--- src/rtl/regfile_wb_arbiter_pkg.sv ---
// Shared constants for the register-file writeback path.
// Address/data widths are the same ones the register file itself uses.
package regfile_wb_arbiter_pkg;
    localparam int ARB_RR     = 0;
    localparam int ARB_FIXED  = 1;
    localparam int REG_ADDR_W = 5;
    localparam int REG_DATA_W = 32;
endpackage

--- src/rtl/regfile_wb_arbiter_if.sv ---
// Writeback requester bus plus the register-file write port.
// slave = arbiter side, master = requesters / register file side.
interface regfile_wb_arbiter_if #(
    parameter int NUM_REQ = 3,
    parameter int ADDR_W  = 5,
    parameter int DATA_W  = 32
);
    localparam int IDW = $clog2(NUM_REQ);

    logic                      flush;
    logic [NUM_REQ-1:0]        req_valid;
    logic [NUM_REQ-1:0]        req_ready;
    logic [NUM_REQ*ADDR_W-1:0] req_addr;
    logic [NUM_REQ*DATA_W-1:0] req_data;
    logic                      wb_we;
    logic [ADDR_W-1:0]         wb_addr;
    logic [DATA_W-1:0]         wb_data;
    logic [IDW-1:0]            grant_id;
    logic                      conflict;

    modport slave (
        input  flush, req_valid, req_addr, req_data,
        output req_ready, wb_we, wb_addr, wb_data, grant_id, conflict
    );
    modport master (
        output flush, req_valid, req_addr, req_data,
        input  req_ready, wb_we, wb_addr, wb_data, grant_id, conflict
    );
endinterface

--- src/rtl/regfile_wb_arbiter_rr_arbiter.sv ---
// Combinational single-winner grant: round-robin starting after ptr, or
// fixed priority with index 0 highest. en=0 suppresses every grant.
import regfile_wb_arbiter_pkg::*;

module rr_arbiter #(
    parameter int NUM_REQ = 3,
    parameter int MODE    = ARB_RR,
    parameter int IDW     = $clog2(NUM_REQ)
) (
    input  logic               en,
    input  logic [NUM_REQ-1:0] valid,
    input  logic [IDW-1:0]     ptr,
    output logic [NUM_REQ-1:0] gnt,
    output logic [IDW-1:0]     idx,
    output logic               any
);
    int j;

    always_comb begin
        gnt = '0;
        idx = '0;
        any = 1'b0;
        j   = 0;
        if (en) begin
            for (int k = 0; k < NUM_REQ; k++) begin
                if (MODE == ARB_FIXED) j = k;
                else                   j = (int'(ptr) + 1 + k) % NUM_REQ;
                if (!any && valid[j]) begin
                    gnt[j] = 1'b1;
                    idx    = IDW'(j);
                    any    = 1'b1;
                end
            end
        end
    end
endmodule

--- src/rtl/regfile_wb_arbiter.sv ---
// Arbitrates NUM_REQ writeback sources onto the single register-file write
// port; the winning beat is registered one cycle before it reaches A3/WD3.
import regfile_wb_arbiter_pkg::*;

module regfile_wb_arbiter #(
    parameter int NUM_REQ  = 3,
    parameter int ADDR_W   = REG_ADDR_W,
    parameter int DATA_W   = REG_DATA_W,
    parameter int ARB_MODE = ARB_RR
) (
    input logic                 clk,
    input logic                 rst,
    regfile_wb_arbiter_if.slave bus
);
    localparam int IDW = $clog2(NUM_REQ);

    logic [IDW-1:0]     rr_ptr;
    logic [NUM_REQ-1:0] gnt;
    logic [IDW-1:0]     win;
    logic               acc;
    logic [ADDR_W-1:0]  win_addr;
    logic [DATA_W-1:0]  win_data;

    rr_arbiter #(.NUM_REQ(NUM_REQ), .MODE(ARB_MODE)) u_arb (
        .en    (!bus.flush),
        .valid (bus.req_valid),
        .ptr   (rr_ptr),
        .gnt   (gnt),
        .idx   (win),
        .any   (acc)
    );

    assign bus.req_ready = gnt;
    assign win_addr = bus.req_addr[win*ADDR_W +: ADDR_W];
    assign win_data = bus.req_data[win*DATA_W +: DATA_W];

    always_ff @(posedge clk or posedge rst) begin
        if (rst) begin
            bus.wb_we    <= 1'b0;
            bus.wb_addr  <= '0;
            bus.wb_data  <= '0;
            bus.grant_id <= '0;
            bus.conflict <= 1'b0;
            rr_ptr       <= IDW'(NUM_REQ - 1);
        end else begin
            bus.conflict <= ($countones(bus.req_valid) > 1) && !bus.flush;
            if (acc) begin
                // x0 beats still consume the slot and advance the pointer
                bus.wb_we    <= (win_addr != '0);
                bus.wb_addr  <= win_addr;
                bus.wb_data  <= win_data;
                bus.grant_id <= win;
                if (ARB_MODE == ARB_RR) rr_ptr <= win;
            end else begin
                bus.wb_we <= 1'b0;
            end
        end
    end
endmodule
--- src/flat_wrapper.sv ---
// flat-port wrapper written by rule: the top's interface ports become plain ports
module regfile_wb_arbiter_flat 
#(
    parameter int NUM_REQ  = 3,
    parameter int ADDR_W   = REG_ADDR_W,
    parameter int DATA_W   = REG_DATA_W,
    parameter int ARB_MODE = ARB_RR
)
  (clk, rst, bus_flush, bus_req_valid, bus_req_addr, bus_req_data, bus_req_ready, bus_wb_we, bus_wb_addr, bus_wb_data, bus_grant_id, bus_conflict);
  regfile_wb_arbiter_if #(.NUM_REQ(NUM_REQ), .ADDR_W(ADDR_W), .DATA_W(DATA_W)) bus_i ();
  input logic clk;
  input logic rst;
  input wire logic [$bits(bus_i.flush)-1:0] bus_flush;
  input wire logic [$bits(bus_i.req_valid)-1:0] bus_req_valid;
  input wire logic [$bits(bus_i.req_addr)-1:0] bus_req_addr;
  input wire logic [$bits(bus_i.req_data)-1:0] bus_req_data;
  output wire logic [$bits(bus_i.req_ready)-1:0] bus_req_ready;
  output wire logic [$bits(bus_i.wb_we)-1:0] bus_wb_we;
  output wire logic [$bits(bus_i.wb_addr)-1:0] bus_wb_addr;
  output wire logic [$bits(bus_i.wb_data)-1:0] bus_wb_data;
  output wire logic [$bits(bus_i.grant_id)-1:0] bus_grant_id;
  output wire logic [$bits(bus_i.conflict)-1:0] bus_conflict;
  assign bus_i.flush = bus_flush;
  assign bus_i.req_valid = bus_req_valid;
  assign bus_i.req_addr = bus_req_addr;
  assign bus_i.req_data = bus_req_data;
  assign bus_req_ready = bus_i.req_ready;
  assign bus_wb_we = bus_i.wb_we;
  assign bus_wb_addr = bus_i.wb_addr;
  assign bus_wb_data = bus_i.wb_data;
  assign bus_grant_id = bus_i.grant_id;
  assign bus_conflict = bus_i.conflict;
  regfile_wb_arbiter #(.NUM_REQ(NUM_REQ), .ADDR_W(ADDR_W), .DATA_W(DATA_W), .ARB_MODE(ARB_MODE)) u_core (.clk(clk), .rst(rst), .bus(bus_i));
endmodule
--- config.mk ---
export PLATFORM = sky130hd
export DESIGN_NAME = regfile_wb_arbiter_flat
export DESIGN_NICKNAME = d
export VERILOG_FILES = /design/src/rtl/regfile_wb_arbiter_pkg.sv /design/src/rtl/regfile_wb_arbiter_if.sv /design/src/rtl/regfile_wb_arbiter_rr_arbiter.sv /design/src/rtl/regfile_wb_arbiter.sv /design/src/flat_wrapper.sv
export SDC_FILE = /design/constraint.sdc
export NUM_CORES = 1
export LEC_CHECK = 0
export BUFFER_PORTS_ARGS = -buffer_cell sky130_fd_sc_hd__buf_2
export CAP_MARGIN = 30
export CELL_PAD_IN_SITES_DETAIL_PLACEMENT = 1
export CELL_PAD_IN_SITES_GLOBAL_PLACEMENT = 2
export CORE_ASPECT_RATIO = 0.7
export CORE_MARGIN = 2
export CORE_UTILIZATION = 24
export CTS_CLUSTER_SIZE = 24
export DETAILED_ROUTE_END_ITERATION = 10
export PLACE_DENSITY = 0.95
export REMOVE_ABC_BUFFERS = 1
export SLEW_MARGIN = 20
export SYNTH_ARGS = -nofsm -noshare
export SYNTH_HDL_FRONTEND = slang
export SYNTH_SLANG_ARGS = --single-unit
--- constraint.sdc ---
create_clock -name clk -period 5.1 [get_ports clk]
set_input_delay 1.02 -clock clk [delete_from_list [all_inputs] [get_ports clk]]
set_output_delay 1.02 -clock clk [all_outputs]
set_load 0.1 [all_outputs]
==> results.toml <==
[logic_synthesis]
ys_top_cells_by_area = "dfrtp_1 (41%), o221ai_1 (12%), nor2_1 (7.0%)"
ys_seq_area_share_pct = 42.0
ys_async_sr_fraction_pct = 100
yosysMostFrequentCell = "nor2_1"
synth_top_area_share_pct = 40.9
synth_edf_count = 0
synth_cell_types = 45
syn_avg_cell_area_um2 = 8.77
synth_flop_cell = "dfrtp_1"
synth_cells = 286
ys_warn_count = 0
netlist_area_um2 = 2510
ys_ff_latch = 42
synth_area_leader_cell = "dfrtp_1"
synthTopCellsByCount = "nor2_1 (47), dfrtp_1 (41), nand2_1 (38)"

[cts]
ctsResizeCount = 0
clock_latency_ps = 280
ctsRootBufferMaster = "clkbuf_16"
cts_buffers = 5
postCtsHoldBufs = 0
h-tree-depth = 2
clock_sinks = 42
cts_buffer_depth = 2
post_cts_buffers = 0
path_clk_slew_ps = 60
cts_tree = "built"

[hold_path]
hold_class = "flop to flop"
hold_path.startpoint = "u_core.bus.wb_data[3]$_DFFE_PP0P_"
hold-path-cell-count = 2
whs_endpoint = "u_core.bus.wb_data[3]$_DFFE_PP0P_"

[critical_path]
cp_max_fo = 14
r2r-end = "u_core.bus.wb_addr[0]$_DFFE_PP0P_"
worst_r2r_path_depth = 7
max_stage_delay_ps = 460
cp.arrival_ps = 2630
required_ps = 4080
rrSetupSlack_ps = 2050
crit_slowest_cell = "ha_1"
worstSetupStartpointType = "flop"
worstPathCellList = "inv_1, ha_1, nor3b_1, a32oi_1, o22ai_1, a221oi_1, nor2_1, buf_2"
timing.rr.start = "u_core.rr_ptr[1]$_DFFE_PP1P_"
worstSetupEndpointType = "output port"
path_class = "flop to output port"

[routing]
postRouteAntennaNets = 0
wire_per_inst_um = 16.6
routed_wl_mm = 9.39
drt-pass1-iter-count = 4
vias_per_cell = 5.01
drt-initial-drc-count = 85
drc = 0
vias = 2839

[global_route]
grt.overflow.total = 0
grt_pass1_wl_mm = 14.8
grt_max_degree = 43
antenna_found_initial = 0
grt_use_total_pct = 16.4
grt_pass1_vias = 2948

[timing]
fmax_mhz = 274
final-max-slew-violation-count = 0
final.setup_skew_ps = 3.90
final.period_utilization_pct = 71.5
rsz0062_at_grt = "false"
hold_violations = 0
period_needed_ps = 3650
tightest_slew_ps = 841
finalSetupViolCount = 0
maxSlewHeadroom_pct = 43.6
tns_ps = 0

[finish]
area_growth_pct = 43.9
diodes = 0
fin_util_pct = 35.2
layout-drive-gt1-share_pct = 41.8
nets = 557

[run]
cap_viol_max_count = 0

[die]
row_count = 31
die_w_um = 126
die_area_um2 = 11300
die_h_um = 89.5
floorplan.core_area_um2 = 10200
boundaryPins = 161
initial_core_util_pct = 24.5

[outcome]
status = "finished clean"

[placement]
hpwl_mm = 6.99
place_congestion = 0.811
port-buffer-count = 160
sequential cells by signal, indices dropped and copies added (netlist names):
signal	flops
u_core.bus.grant_id	1
u_core.rr_ptr	2
u_core.bus.wb_data	32
u_core.bus.wb_addr	5
u_core.bus.conflict	1
u_core.bus.wb_we	1
cell families after synthesis:
group	synth area share (%)
AOI/OAI and AO/OA	29.7
adders and majority gates	2.94
buffers and inverters	6.29
DFF	42.0
muxes	0.798
and+or+nand+nor	18.3
layout make-up:
cell class | count | area [um2]
fillers | 1283 | 6630
flip-flops and latches | 42 | 1050
inverters | 7 | 26.3
multi-input cells | 213 | 1320
repair buffers | 166 | 878
clock buffers | 6 | 139
clock inverters | 1 | 30.0
well taps | 132 | 165
how the worst max path moves through the flow:
stage	depth (start not counted)	to	start	slack, ps
2_1_floorplan	7	bus_req_ready[0]	u_core.rr_ptr[0]$_DFFE_PP0P_	620
3_3_place_gp	7	bus_req_ready[0]	bus_req_valid[2]	1610
3_5_place_dp	7	bus_req_ready[0]	bus_req_valid[2]	1550
4_1_cts	8	bus_req_ready[0]	u_core.rr_ptr[1]$_DFFE_PP1P_	1470
5_1_grt	8	bus_req_ready[0]	u_core.rr_ptr[1]$_DFFE_PP1P_	1200
6_report	8	bus_req_ready[0]	u_core.rr_ptr[1]$_DFFE_PP1P_	1450
placed cells by master (no fill, tap or decap), types with 3 or more instances in the layout:
cell	synthesis	routed
buf_2	9	160
dfrtp_1	41	41
a21oi_1	3	3
o21ai_1	34	34
o21ai_0	3	3
nand2_1	38	38
clkbuf_16	0	5
ha_1	5	5
nor2_1	47	47
nor3b_1	3	3
o221ai_1	34	34
nor2b_1	5	5
buf_4	8	4
inv_1	7	6
o22ai_1	3	3
worst max-delay path: cells and delay by family, from the launching register on:
family | cells | cell delay, ps
compound gates | 3 | 480
flops | 1 | 380
simple gates | 2 | 500
buf+inv | 2 | 530
fa+ha+maj | 1 | 460
layer usage:
layer  track usage (%)  wire length [um]  share of wire (%)
met5                 0                 0                  0
met4              2.60                24               0.26
met3              4.25               739                7.9
met2              29.1              4490                 48
met1              20.8              4140                 44
through the flow:
step | hold WS [ps] | setup WS [ps] | cell area, um2 | std cells
CTS | 487 | 1470 | 3560 | 565
floorplan | 504 | 617 | 2380 | 262
finish | 481 | 1450 | 3610 | 567
global route | 521 | 1200 | 3610 | 567
global placement | 463 | 1610 | 3390 | 558
detailed placement | 474 | 1550 | 3390 | 558
Power is not shown: default switching activity piles up to over one toggle a cycle in this logic, so the estimate is an artifact.
